$ cat config.mk
export PLATFORM = sky130hd
export DESIGN_NAME = paddle_sequencer
export DESIGN_NICKNAME = d
export VERILOG_FILES = /design/src/rtl/paddle_sequencer.sv
export SDC_FILE = /design/constraint.sdc
export NUM_CORES = 1
export LEC_CHECK = 0
export BUFFER_PORTS_ARGS = -buffer_cell sky130_fd_sc_hd__clkbuf_2
export CAP_MARGIN = 0
export CELL_PAD_IN_SITES_DETAIL_PLACEMENT = 1
export CELL_PAD_IN_SITES_GLOBAL_PLACEMENT = 2
export CORE_MARGIN = 1
export CORE_UTILIZATION = 35
export CTS_CLUSTER_DIAMETER = 30
export DETAILED_ROUTE_END_ITERATION = 16
export GPL_TIMING_DRIVEN = 1
export PLACE_DENSITY_LB_ADDON = 0.1
export SETUP_SLACK_MARGIN = 0.3
export SLEW_MARGIN = 40
export SYNTH_ARGS = -nofsm -noshare
export SYNTH_HDL_FRONTEND = slang
export SYNTH_SLANG_ARGS = --single-unit
export TNS_END_PERCENT = 100
$ cat constraint.sdc
create_clock -name clk_sys -period 6.65 [get_ports clk_sys]
set_clock_uncertainty 0.05 [all_clocks]
set_input_delay 0.9975 -clock clk_sys [delete_from_list [all_inputs] [get_ports clk_sys]]
set_output_delay 0.9975 -clock clk_sys [all_outputs]
set_load 0.05 [all_outputs]
$ cat src/rtl/paddle_sequencer.sv
// paddle_sequencer: integrates paddle sources per frame and emits the pad-timing pulse.
module paddle_sequencer #(
    parameter logic [7:0] POS_INIT   = 8'd114,
    parameter logic [7:0] DELTA_SLOW = 8'd4,
    parameter logic [7:0] DELTA_FAST = 8'd8
) (
    input  logic       clk_sys,
    input  logic       reset,
    input  logic       hsync,
    input  logic       vsync,
    input  logic       pad_en_n,
    input  logic       player2,
    input  logic [2:0] p1_mode,
    input  logic [2:0] p2_mode,
    input  logic       speed,
    input  logic       p1_left,
    input  logic       p1_right,
    input  logic       p2_left,
    input  logic       p2_right,
    input  logic [7:0] p1_ax,
    input  logic [7:0] p1_ay,
    input  logic [7:0] p2_ax,
    input  logic [7:0] p2_ay,
    input  logic [7:0] paddle_0,
    input  logic [7:0] paddle_1,
    output logic       pad_out,
    output logic [7:0] pos_out
);
    typedef enum logic [1:0] {IDLE, COUNT, DONE} state_t;

    state_t     state;
    logic       hsync_q, vsync_q, hs_edge, vs_edge;
    logic [8:0] acc1, acc2, delta;
    logic [7:0] frame_tgt, meas_tgt, cnt;

    assign hs_edge = hsync & ~hsync_q;
    assign vs_edge = vsync & ~vsync_q;
    assign delta   = {1'b0, speed ? DELTA_FAST : DELTA_SLOW};
    assign pos_out = frame_tgt;

    function automatic logic [8:0] step(input logic [8:0] acc, input logic l, input logic r, input logic [8:0] d);
        return (r & ~l) ? ((acc < d) ? 9'd0 : acc - d) :
               (l & ~r) ? ((acc + d > 9'd255) ? 9'd255 : acc + d) : acc;
    endfunction

    // Signed stick axes become unsigned positions by flipping the sign bit.
    function automatic logic [7:0] src(input logic [2:0] mode, input logic [7:0] acc,
                                       input logic [7:0] ax, input logic [7:0] ay, input logic [7:0] pad);
        logic [7:0] x, y;
        x = {~ax[7], ax[6:0]};
        y = {~ay[7], ay[6:0]};
        case (mode)
            3'd0:    return acc;
            3'd1:    return ~x;
            3'd2:    return x;
            3'd3:    return ~y;
            3'd4:    return y;
            3'd5:    return ~pad;
            3'd6:    return pad;
            default: return POS_INIT;
        endcase
    endfunction

    always_ff @(posedge clk_sys) begin
        if (reset) begin
            hsync_q   <= 1'b1;
            vsync_q   <= 1'b1;
            acc1      <= {1'b0, POS_INIT};
            acc2      <= {1'b0, POS_INIT};
            frame_tgt <= POS_INIT;
            meas_tgt  <= POS_INIT;
            cnt       <= 8'd0;
            state     <= IDLE;
            pad_out   <= 1'b0;
        end else begin
            hsync_q <= hsync;
            vsync_q <= vsync;
            if (vs_edge) begin
                acc1      <= step(acc1, p1_left, p1_right, delta);
                acc2      <= step(acc2, p2_left, p2_right, delta);
                frame_tgt <= player2 ? src(p2_mode, acc2[7:0], p2_ax, p2_ay, paddle_1)
                                     : src(p1_mode, acc1[7:0], p1_ax, p1_ay, paddle_0);
            end
            pad_out <= (state != DONE) && (meas_tgt != 8'd0 || state == IDLE) &&
                       (cnt < ((state == IDLE) ? frame_tgt : meas_tgt));
            if (!pad_en_n) begin
                state <= IDLE;
                cnt   <= 8'd0;
            end else begin
                case (state)
                    IDLE: begin
                        meas_tgt <= frame_tgt;
                        state    <= (frame_tgt == 8'd0) ? DONE : COUNT;
                    end
                    COUNT: if (hs_edge) begin
                        cnt <= cnt + 8'd1;
                        if (cnt + 8'd1 == meas_tgt) state <= DONE;
                    end
                    DONE:    state <= DONE;
                    default: state <= IDLE;
                endcase
            end
        end
    end
endmodule
Yosys cells after proc, flatten, opt, wreduce, memory -nomap -nowiden
Cells that the tools add are included.
{"block": "word_totals", "reg_bits": 47, "latch_bits": 0, "mem_bits_rw": 0, "romBits": 0, "input_bits": 65, "output_inout_bits": 9, "wordCells": 92, "memories": 0}
{"block": "op_classes", "add_sub_neg": 5, "multipliers": 0, "div": 0, "order_cmp": 5, "eq_ne": 18, "shift": 0, "muxes": 17, "n_bitwise": 23, "reduce_logical": 15}
{"operator": "$pmux W8 S7", "n": 2}
{"operator": "$mux W9", "n": 8}
{"operator": "$not A8 Y8", "n": 6}
{"operator": "$add A9 B4 Y9", "n": 2}
{"operator": "$eq A3 B3 Y1 const B", "n": 6}
{"operator": "$gt A9 B8 Y1 const B", "n": 2}
{"operator": "$lt A9 B4 Y1", "n": 2}
{"operator": "$sub A9 B4 Y9", "n": 2}
{"operator": "$mux W8", "n": 2}
{"operator": "$eq A3 B2 Y1 const B", "n": 4}
{"operator": "$not A1 Y1", "n": 11}
{"operator": "$add A8 B1 Y8 const B", "n": 1}
{"operator": "$eq A8 B8 Y1", "n": 1}
{"operator": "$logic_not A8 Y1", "n": 1}
{"operator": "$lt A8 B8 Y1", "n": 1}
{"operator": "$reduce_and A2 Y1", "n": 4}
{"operator": "$reduce_bool A8 Y1", "n": 1}
{"operator": "$and A1 B1 Y1", "n": 6}
{"operator": "$eq A3 B1 Y1 const B", "n": 2}
{"operator": "$logic_not A3 Y1", "n": 2}
{"operator": "$mux W2", "n": 3}
{"operator": "$ne A2 B2 Y1 const B", "n": 3}
{"operator": "$pmux W2 S3", "n": 1}
{"operator": "$mux W4", "n": 1}
{"operator": "other kinds (7)", "n": 9}

Logic depth before layout (Yosys ltp)
{"block": "logic_depth", "ltp_word": 6, "depth_mapped": 10, "depth_no_buf": 9}

Worst setup path before layout
No wires, ideal clock.
{"block": "synth_timing", "path_kind": "input-to-reg", "startpoint": "input speed", "endpoint": "register acc1[7]", "setup_time_ps": 86, "t_arrival_ps": 2585, "t_required_ps": 6514, "slack_ps": 3930, "stages": 9, "path_buffers": 0, "cell_sequence": "inv_1 > ha_1 > fa_1 > nand4_1 > nor2_1 > xnor2_1 > nor2_1 > o21ai_0 > a211oi_1"}
{"block": "synth_between", "elab_chain_len": 6, "word_cells_on_any_way": 9, "cone_classes": "add/sub (2); order compare (2); mux (5)"}
{"item": "start: declaration", "line": "15", "text": "input logic speed,"}
{"item": "$mux W4 (*)", "line": "38", "text": "assign delta = {1'b0, speed ? DELTA_FAST : DELTA_SLOW};"}
{"item": "$add A9 B4 Y9", "line": "43", "text": "(l & ~r) ? ((acc + d > 9'd255) ? 9'd255 : acc + d) : acc;"}
{"item": "$gt A9 B8 Y1", "line": "43"}
{"item": "$mux W9 (2 in series)", "line": "43"}
{"item": "$mux W9 (*)", "line": "42", "text": "return (r & ~l) ? ((acc < d) ? 9'd0 : acc - d) :"}
{"item": "end signal: assignment", "line": "68", "text": "acc1 <= {1'b0, POS_INIT};"}
{"item": "end signal: assignment", "line": "79", "text": "acc1 <= step(acc1, p1_left, p1_right, delta);"}
{"item": "end: declaration", "line": "33", "text": "logic [8:0] acc1, acc2, delta;"}
Every way passes the cells marked *; elsewhere a longest branch is shown, timed or not. The select of a mux whose other input is x is not followed.
A chain may end at the register's enable or synchronous reset.

Worst setup path in the final report
Ends and elaborated chain as after synthesis.

==> summary.md <==
| Metric | Value |
|---|---|
| Status | complete, no violations |
| Final setup viols | 0 |
| Syn Inst Count | 526 |
| Detail Placement HPWL | approximately 9400 um |
| Worst R2R Setup Slack | roughly 4.2 ns |
| WL final | around 12,000 um |
| Setup TNS | 0 ns |
| Achievable clock frequency | 330 MHz |
| Synthesized area | about 4000 sq um |
| Crit path capture | acc1[7] |
| Clk_lat worst skew | about 0.30 ns |
| Iter 0 DRT Violations | roughly 160 |
| Count leader, synth | nor2_1 |
| Initial Util | 36.2% |
| Nets | between 600 and 700 |
| Ranking of synthesized cells by area | dfxtp_1, ha_1, a211oi_1 |
| Antenna viol nets, final | 0 |
| Synth cell count leaders | nor2_1, dfxtp_1, a21oi_1 |
| Vias in the first global route | 3,931 |
| CTS hold repair buffers | 0 |
| Worst-Margin Slew | around 0.60 ns |
| Initial antenna violation count | 0 |
| Ant. Diodes | 0 |
| Die footprint | around 12,000 sq um |
| Worst hold-check path type | flop to flop |
| Row count | 38 |
| Largest net degree at the start of global routing | 37 |
| CTS Buffer Depth | 2 |
| Slew headroom | ~60% |
| Share of flip-flops with an asynchronous set or reset | 0% |
| Worst VDD drop | around 0.11 mV |
| Clk slew on worst S/H paths | approximately 0.070 ns |
| Synthesized net count | roughly 620 |
| Worst Path Max Fanout | 8 |
| Post-route cell area | 4530 sq um |
| DP Area | 4350 sq um |
| Post-synth EDFFs | 0 |
| Post-synthesis sequential area ratio | about a quarter |
| Max_cap viols | 0 |
| Crit start category | input pin |
| Global-route wire length before repair | between 15,000 and 20,000 um |
| R2r startpoint | state[0] |
| Reg2Reg Depth | 9 |
| DR pass1 iterations | 4 |
| # DRC | 0 |
| Routability congestion estimate | a little under 0.8 |
| Pwr per Cell Area | 169 nW/um^2 |
| Total gr overflow | 0 |
| Critical R2R Capture | pad_out |
| Final Slew Violations | 0 |
| LEAKAGE | between 1.5 and 2 nW |
| Syn-to-layout area delta | 14.4% |
| Avg Inst Size Synth | between 7 and 8 sq um |
| Predominant post-synthesis flop cell | dfxtp_1 |
| Wire length per cell | roughly 17 um |
| Setup crit start | speed |
| Num CTS Buffers | 5 |
| Post-CTS sizing | 0 |
| CTS sink cnt | between 40 and 50 |
| Tmin final | 3.03 ns |
| Global Route Usage Sum | 21.3% |
| Share of cells above drive strength 1 | ~17% |
| Max H-tree Level | 2 |
| PortBufs | between 70 and 80 |
| Core Box Area | around 11,000 sq um |
| Yosys reg bits | 47 |
| CP endpoint kind | flop |
| Unique masters post-synth | 57 |
| Root buf cell | clkbuf_16 |
| Critical Path RT | roughly 6.8 ns |
| Via count | 4,008 |
| Crit share post-route | between 40% and 50% |
| Setup Buffers After CTS | 0 |
| CP arrival | 3.19 ns |
| Yosys top cell by area | dfxtp_1 |
| Number of synthesis warnings | 0 |
| FILL cells | around 1,400 |
| CTS tree | built |
| Die H | approximately 110 um |
| Die X | between 100 and 150 um |
| Vias per cell | about 5.6 |
| Worst setup path class | input pin to flop |
| Final hold vios | 0 |
| Post-synth top area share | a little under a quarter |
| RSZ-0062 raised after global routing | no |
| IO Pins | 74 |
## registers in the layout, summed over array words and instances (netlist names)
signal,count
acc1,9
acc2,9
cnt,8
meas_tgt,8
pos_out,8
state,2
hsync_q,1
pad_out,1
vsync_q,1
## routing by layer
layer  wire [um]  track usage (%)  vias to the layer above
met4         257             8.59                        0
met5           0                0                        -
li1            -                -                     2006
met3         251             2.83                       18
met2        6310             39.8                       50
met1        5230             24.2                     1934
## placed cells by master, fill, tap and decap left out, types with 6 or more instances in the layout
master,instances
a211oi_1,34
a21oi_1,44
clkbuf_2,73
dfxtp_1,47
ha_1,21
inv_1,20
mux2i_1,23
nand2_1,35
nand2b_1,13
nand3_1,10
nand3b_1,6
nor2_1,66
nor2b_1,16
nor3_1,18
nor4_1,6
o21ai_0,30
o22ai_1,7
or2_2,6
xnor2_1,8
xor2_1,8
## how the worst min path moves through the flow
stage / start / endpoint / slack [ns] / cells past startpoint
2_1_floorplan: acc2[1] / acc2[1] / 0.36 / 2
6_report: acc2[1] / acc2[1] / 0.39 / 2
3_5_place_dp: acc2[1] / acc2[1] / 0.39 / 2
4_1_cts: acc2[1] / acc2[1] / 0.40 / 2
5_1_grt: acc2[1] / acc2[1] / 0.44 / 2
3_3_place_gp: acc2[1] / acc2[1] / 0.39 / 2
## metrics by stage
step	instances	setup WS [ns]	total power, W	utilization, %	hold slack (ns)
floorplan	526	3.93	0.000416	-	0.365
global placement	705	3.38	0.000467	39.8	0.388
detailed placement	705	3.29	0.000470	39.8	0.385
CTS	713	3.59	0.000775	41.4	0.396
global route	713	3.34	0.000804	41.4	0.442
finish	713	3.62	0.000763	41.4	0.393
## power breakdown
| group | internal [W] | switching [W] |
|---|---|---|
| clock | 0.000180 | 0.000121 |
| sequential | 0.000289 | 0.0000108 |
| combinational | 0.0000653 | 0.0000974 |
## critical path, stage by stage
cell,delay (ns)
clkbuf_2,0.23
inv_1,0.18
ha_1,0.26
fa_1,0.42
nand4_1,0.11
nor2_1,0.05
xnor2_1,0.13
nor2_1,0.38
o21ai_0,0.17
a211oi_1,0.26
## cells by family after synthesis
logic type / Yosys count / share of synthesized area [%]
mux: 29 / 7.62
xor+xnor: 16 / 3.54
buf+inv: 56 / 5.95
simple gates: 195 / 24.3
flops: 47 / 23.8
fa+ha+maj: 25 / 8.67
compound gates: 158 / 26.2
## cell type report
type / instances / area [sq um] / share of cell area, %
Sequential cell: 47 / 941 / 20.8
Multi-Input combinational cell: 423 / 2780 / 61.5
Tap cell: 140 / 175 / 3.87
Inverter: 20 / 75.1 / 1.66
Timing Repair Buffer: 75 / 380 / 8.40
Clock buffer: 5 / 125 / 2.76
Clock inverter: 3 / 47.5 / 1.05
(Power assumes the default switching activity.)
